**src/rtl/gate_truth_table_sequencer.sv**
```systemverilog
// Sweeps a 2-input gate through vectors 00..11, samples its output after
// a settle window and scores it against the selected truth table.
module gate_truth_table_sequencer #(
  parameter int unsigned DWELL_CYCLES = 4
) (
  input  logic       clk,
  input  logic       rst_n,
  input  logic       start,
  input  logic       abort,
  input  logic [1:0] op_sel,
  input  logic       gate_y,
  output logic       gate_a,
  output logic       gate_b,
  output logic       busy,
  output logic       done,
  output logic       pass,
  output logic [3:0] fail_vec,
  output logic [1:0] vec_idx
);

  typedef enum logic [1:0] {
    IDLE,
    APPLY,
    SAMPLE,
    DONE
  } state_t;

  localparam logic [7:0] DWELL_LAST = 8'(DWELL_CYCLES - 1);

  state_t     state, state_nx;
  logic [1:0] op_q, op_nx;
  logic [7:0] dwell, dwell_nx;
  logic [1:0] vec_nx;
  logic [3:0] fail_nx;
  logic       pass_nx;
  logic       a_nx, b_nx;
  logic       expect_y;

  assign busy = (state == APPLY) || (state == SAMPLE);
  assign done = (state == DONE);

  always_comb begin
    expect_y = 1'b0;
    unique case (op_q)
      2'b00: expect_y = vec_idx[1] & vec_idx[0];
      2'b01: expect_y = vec_idx[1] | vec_idx[0];
      2'b10: expect_y = vec_idx[1] ^ vec_idx[0];
      2'b11: expect_y = ~(vec_idx[1] & vec_idx[0]);
      default: expect_y = 1'b0;
    endcase
  end

  always_comb begin
    state_nx = state;
    op_nx    = op_q;
    dwell_nx = dwell;
    vec_nx   = vec_idx;
    fail_nx  = fail_vec;
    pass_nx  = pass;
    a_nx     = gate_a;
    b_nx     = gate_b;
    unique case (state)
      IDLE: begin
        a_nx = 1'b0;
        b_nx = 1'b0;
        if (start) begin
          op_nx    = op_sel;
          fail_nx  = 4'b0000;
          pass_nx  = 1'b0;
          vec_nx   = 2'b00;
          dwell_nx = 8'd0;
          state_nx = APPLY;
        end
      end
      APPLY: begin
        if (abort) begin
          state_nx = IDLE;
          a_nx     = 1'b0;
          b_nx     = 1'b0;
          pass_nx  = 1'b0;
          dwell_nx = 8'd0;
        end else begin
          dwell_nx = dwell + 8'd1;
          if (dwell == DWELL_LAST) state_nx = SAMPLE;
        end
      end
      SAMPLE: begin
        if (abort) begin
          // sample in this cycle is dropped
          state_nx = IDLE;
          a_nx     = 1'b0;
          b_nx     = 1'b0;
          pass_nx  = 1'b0;
          dwell_nx = 8'd0;
        end else begin
          if (gate_y != expect_y) fail_nx[vec_idx] = 1'b1;
          if (vec_idx == 2'd3) begin
            state_nx = DONE;
            pass_nx  = (fail_nx == 4'b0000);
            a_nx     = 1'b0;
            b_nx     = 1'b0;
          end else begin
            vec_nx   = vec_idx + 2'd1;
            dwell_nx = 8'd0;
            a_nx     = vec_nx[1];
            b_nx     = vec_nx[0];
            state_nx = APPLY;
          end
        end
      end
      DONE: begin
        state_nx = IDLE;
        a_nx     = 1'b0;
        b_nx     = 1'b0;
      end
      default: state_nx = IDLE;
    endcase
  end

  always_ff @(posedge clk or negedge rst_n) begin
    if (!rst_n) begin
      state    <= IDLE;
      op_q     <= 2'b00;
      dwell    <= 8'd0;
      vec_idx  <= 2'b00;
      fail_vec <= 4'b0000;
      pass     <= 1'b0;
      gate_a   <= 1'b0;
      gate_b   <= 1'b0;
    end else begin
      state    <= state_nx;
      op_q     <= op_nx;
      dwell    <= dwell_nx;
      vec_idx  <= vec_nx;
      fail_vec <= fail_nx;
      pass     <= pass_nx;
      gate_a   <= a_nx;
      gate_b   <= b_nx;
    end
  end

endmodule

```
**config.mk**
```make
export PLATFORM = sky130hd
export DESIGN_NAME = gate_truth_table_sequencer
export DESIGN_NICKNAME = d
export VERILOG_FILES = /design/src/rtl/gate_truth_table_sequencer.sv
export SDC_FILE = /design/constraint.sdc
export NUM_CORES = 1
export LEC_CHECK = 0
export BUFFER_PORTS_ARGS = -buffer_cell sky130_fd_sc_hd__buf_2
export CAP_MARGIN = 5
export CORE_UTILIZATION = 56
export DETAILED_ROUTE_END_ITERATION = 10
export PLACE_DENSITY = 0.83
export SLEW_MARGIN = 5
export SYNTH_ARGS = -nofsm -noshare
export SYNTH_HDL_FRONTEND = slang
export SYNTH_SLANG_ARGS = --single-unit
```
**constraint.sdc**
```tcl
create_clock -name clk -period 2.6 [get_ports clk]
set_clock_uncertainty 0.2 [all_clocks]
set_input_delay 0.26 -clock clk [delete_from_list [all_inputs] [get_ports clk]]
set_output_delay 0.26 -clock clk [all_outputs]
set_load 0.02 [all_outputs]
```
== Word level (Yosys, flattened, before mapping) ==
Index checks and enable logic that the tools add are counted.
Storage, ports and cells
  register bits: 21
  output and inout port bits: 11
Operators by class
  add/subtract/negate cells: 2
  $lt $le $gt $ge: 2
  equal/unequal tests: 16
  muxes and demuxes: 35
  bitwise operators: 5
  reductions and logical operators: 14
Operator list (number)
  $mux W8: 4
  $pmux W8 S3: 1
  $mux W4: 5
  $mux W2: 8
  $eq A2 B2 Y1 const B: 5
  $mux W1: 9
  $pmux W1 S3: 3
  $add A8 B1 Y8 const B: 1
  $eq A8 B2 Y1 const B: 1
  $ne A2 B2 Y1 const B: 4
  $pmux W2 S4: 1
  $pmux W4 S2: 1
  $reduce_and A4 Y1: 2
  $ne A3 B2 Y1 const B: 2
  $reduce_and A3 Y1: 2
  $eq A2 B1 Y1 const B: 2
  $logic_not A2 Y1: 2
  $logic_not A4 Y1: 1
  $or A4 B4 Y4: 1
  $pmux W1 S4: 1
  $pmux W2 S2: 1
  $reduce_and A2 Y1: 2
  $lt A2 B3 Y1 const B: 1
  $ne A3 B3 Y1 const B: 1
  other kinds (13): 13

== Depth between registers and ports, before layout ==
  depth after elaboration: 12
  depth in mapped cells: 7
  mapped depth without buffers: 6

== Worst setup path before layout ==
OpenSTA, ideal clock, no wires.
  kind: flip-flop to flip-flop
  start: reg vec_idx[0]
  end: reg fail_vec[0]
  library setup time: 110 ps
  data arrival time: 1732 ps
  data required time: 2290 ps
  path slack: 558 ps
  cell stages (with the launch flop): 7
  clock period less this slack: 2042 ps
  path through: dfrtp_1 -> inv_1 -> ha_1 -> nor2b_1 -> o21ai_1 -> a21boi_1 -> o41ai_1
On the way
  cells in the longest elaborated chain, start to end: 10
  elaborated cells on any way between the ends: 17
  classes of those cells: order compare (2); eq/ne (1); mux (8); bitwise (5); reduce/logical (1)
Ends and longest elaborated chain
  start, declared: RTL line 18  | output logic [1:0] vec_idx
  start signal, assigned: RTL line 134  | vec_idx <= vec_nx;
  $lt A2 B3 Y1 (not written as such) / $ge A2 B1 Y1 (equally long branches): RTL line 96  | if (gate_y != expect_y) fail_nx[vec_idx] = 1'b1;
  $logic_and A1 B1 Y1 (not written as such): RTL line 96
  $mux W1 (not written as such): RTL line 96
  $demux W1 S2: RTL line 96
  $or A4 B4 Y4 (no line)
  $mux W4 *: RTL line 96
  $mux W4 *: RTL line 88  | if (abort) begin
  $mux W4 *: RTL line 62  | unique case (state)
  $mux W4 *: RTL line 88
  $pmux W4 S2 *: RTL line 62
  end signal, assigned: RTL line 135  | fail_vec <= fail_nx;
  end, declared: RTL line 17  | output logic [3:0] fail_vec,
Mark *: on every way between the ends. The rest lies on a longest branch, timed or not. The select of a mux whose other input is x is not followed.
A chain may end at the register's enable or synchronous reset.

== Final worst setup path ==
Ends and elaborated chain as after synthesis.

==> results.py <==
metrics = {
    "cts": {
        "ctsLongestPathBuffers": 2,
        "clock_latency_ps": 300,
        "ctsRootBufferMaster": "clkbuf_4",
        "ctsHoldBuffers": 4,
        "htree_levels": 1,
        "clock_sinks": 21,
        "clkTransAtPathRegs_ps": 110,
        "ctsResizeCount": 0,
        "post-cts-setup-buffer-count": 0,
        "cts_tree": "yes",
        "numCtsBuffers": 3,
    },
    "setup_path": {
        "end_kind": "flop",
        "crit_arrival_ps": 2210,
        "cp-start-kind": "flop",
        "crit_buf_inv": 1,
        "worst_path_max_delay_cell": "dfrtp_1",
        "crit_chain": "inv_1, ha_1, nor2b_1, o21ai_1, a21boi_1, o41ai_1",
        "worstSetupPathType": "flop to flop",
        "reg2reg_slack_ps": 360,
        "path_max_fanout": 7,
        "cpPeakStageDelay_ps": 460,
        "cp.required_ps": 2570,
        "cp_top_family": "compound AO/OA/AOI/OAI gates",
    },
    "die": {
        "ios": 18,
        "initial_utilization": 0.597,
        "rows": 17,
        "fp.dieArea_sq_mm": 0.00256,
        "dieWidth_um": 50.6,
        "die_h_um": 50.6,
        "coreArea_sq_mm": 0.00221,
    },
    "final_layout": {
        "nets": 177,
        "finalInstanceArea_sq_mm": 0.00150,
        "diodes": 0,
        "areaGrowthSynthToFinish_pct": 13.7,
        "fin_cells": 188,
        "drive_above_1_share": 0.194,
        "final_cell_mix": "dfrtp_1 (21), buf_2 (17), nand2_1 (11)",
        "final_common_cell": "dfrtp_1",
    },
    "synthesis": {
        "post_synth_inst_count": 136,
        "synth_xor_area_frac": 0.0133,
        "ys_warn_count": 0,
        "ys_types": 46,
        "synth-main-ff-cell": "dfrtp_1",
        "ys_ff_latch": 21,
        "synth-edff-count": 0,
        "synth_nets": 152,
        "synth_compound_area_frac": 0.168,
        "muxShareOfSynthArea": 0.0246,
        "syn-cell-area_sq_mm": 0.00132,
        "async_reset_ff_frac": 1.00,
        "ys_seq_area_frac": 0.398,
        "synth_top_family_by_area": "simple AND/OR/NAND/NOR gates",
        "syn_area_per_cell_sq_um": 9.71,
        "yosys.area_share.simple": 0.282,
        "synthAdderAreaFrac": 0.0853,
    },
    "job": {
        "cap_violations": 0,
    },
    "placed_design": {
        "dpl_cell_area_sq_mm": 0.00144,
        "dp_cells": 180,
        "dp_slack_ps": 411,
        "finalWeightedCongestion": 0.866,
        "dp_hpwl_um": 2050,
        "io_buffers": 17,
    },
    "route": {
        "drt_iter0_markers": 18,
        "wirelength_um": 2700,
        "viasPerCell": 5.95,
        "vias": 1118,
        "wire_per_inst_um": 14.4,
        "drc": 0,
        "drtPass1Iterations": 4,
        "antenna_left": 0,
    },
    "power_and_ir_drop": {
        "p_per_area_mw_per_mm2": 816,
        "ir_worst_vdd_v": 0.000726,
        "leakage_nw": 0.726,
    },
    "grt": {
        "grt_pass1_wl_um": 4840,
        "overflow": 0,
        "antenna_found_initial": 0,
        "grt_use_total": 0.253,
        "grt_pass1_vias": 1068,
        "grt_max_degree": 22,
    },
    "timing": {
        "layout_min_cycle_time_ps": 2240,
        "worst_hold_slack_ps": 169,
        "hold_viol": 0,
        "finalSetupViolCount": 0,
        "fin_tns_setup_ps": 0,
        "worst_pin_slew_ps": 469,
        "slew_viol_final": 0,
        "rsz0062_at_grt": "false",
        "fin_ws_ps": 360,
        "fin_crit_sh": 0.862,
        "relSlewSlack": 0.688,
        "fmax_mhz": 446,
    },
    "status": {
        "status": "finished, final reports clean",
    },
    "worst_hold_path": {
        "worst_hold_path_type": "input port to flop",
    },
}
==> cell families after synthesis <==
logic type               Yosys count
AND/OR/NAND/NOR                   57
AO/OA/AOI/OAI                     34
flip-flops                        21
buffers and inverters             10
adder cells (fa/ha/maj)            9
multiplexers                       3
XOR/XNOR                           2
==> final timing paths <==
check / startpoint / end / depth (start not counted)
worst min-delay path: start / fail_vec[3]$_DFFE_PN0P_ / 3
worst min register to register: pass$_DFFE_PN0P_ / pass$_DFFE_PN0P_ / 2
worst max register to register: vec_idx[0]$_DFFE_PN0P_ / fail_vec[0]$_DFFE_PN0P_ / 6
min in group asynchronous: rst_n / vec_idx[1]$_DFFE_PN0P_ / 2
max in group asynchronous: rst_n / dwell[4]$_DFFE_PN0P_ / 2
worst max-delay path: vec_idx[0]$_DFFE_PN0P_ / fail_vec[0]$_DFFE_PN0P_ / 6
==> through the flow <==
step / power, W / util
CTS: 0.00123 / 0.679
global placement: 0.00104 / 0.649
global route: 0.00132 / 0.679
floorplan: 0.000924 / -
detailed placement: 0.00107 / 0.649
finish: 0.00123 / 0.679
==> power by group <==
group          switching, W  internal [W]
clock             0.0000920     0.0000597
combinational      0.000385      0.000243
sequential        0.0000617      0.000384
==> synth_stat cells, types with 2 or more instances <==
| cell type | n | area (sq um) |
|---|---|---|
| or3_1 | 5 | 31.3 |
| inv_1 | 8 | 30.0 |
| nor2b_1 | 2 | 12.5 |
| nand2_1 | 11 | 41.3 |
| nand4_1 | 5 | 31.3 |
| o21ai_1 | 3 | 15.0 |
| a21oi_1 | 8 | 40.0 |
| nor2_1 | 7 | 26.3 |
| or4_1 | 2 | 15.0 |
| nand2b_1 | 4 | 25.0 |
| nor4_1 | 2 | 12.5 |
| o21ai_0 | 7 | 35.0 |
| mux2_2 | 2 | 22.5 |
| dfrtp_1 | 21 | 526 |
| and3b_1 | 2 | 17.5 |
| a31oi_1 | 2 | 12.5 |
| o41ai_1 | 3 | 26.3 |
| ha_1 | 9 | 113 |
| and2b_1 | 2 | 15.0 |
| nand3_1 | 4 | 20.0 |
| a22o_1 | 2 | 17.5 |
==> area by class of cell <==
class | instances | area, sq um
multi-input combinational | 105 | 756
inverter | 9 | 33.8
clock buffer | 4 | 26.3
timing repair buffer | 21 | 125
sequential | 21 | 526
fill | 189 | 711
tap | 28 | 35.0
==> state kept, by name (all words and copies together) (netlist names) <==
register  count
dwell         8
pass          1
vec_idx       2
gate_b        1
state         2
fail_vec      4
op_q          2
gate_a        1
==> per-layer routing <==
metal,track usage,share of wire,vias to the layer above
met5,0,0,-
met4,0.0370,0.0063,0
met3,0.0636,0.055,4
met2,0.404,0.47,39
met1,0.353,0.47,523
li1,-,-,552
==> worst min-delay path, stage by stage <==
cell and delay, ps:
buf_2 130, mux2i_1 150, a21oi_1 90
No activity file was read; power rests on OpenSTA's default activity.
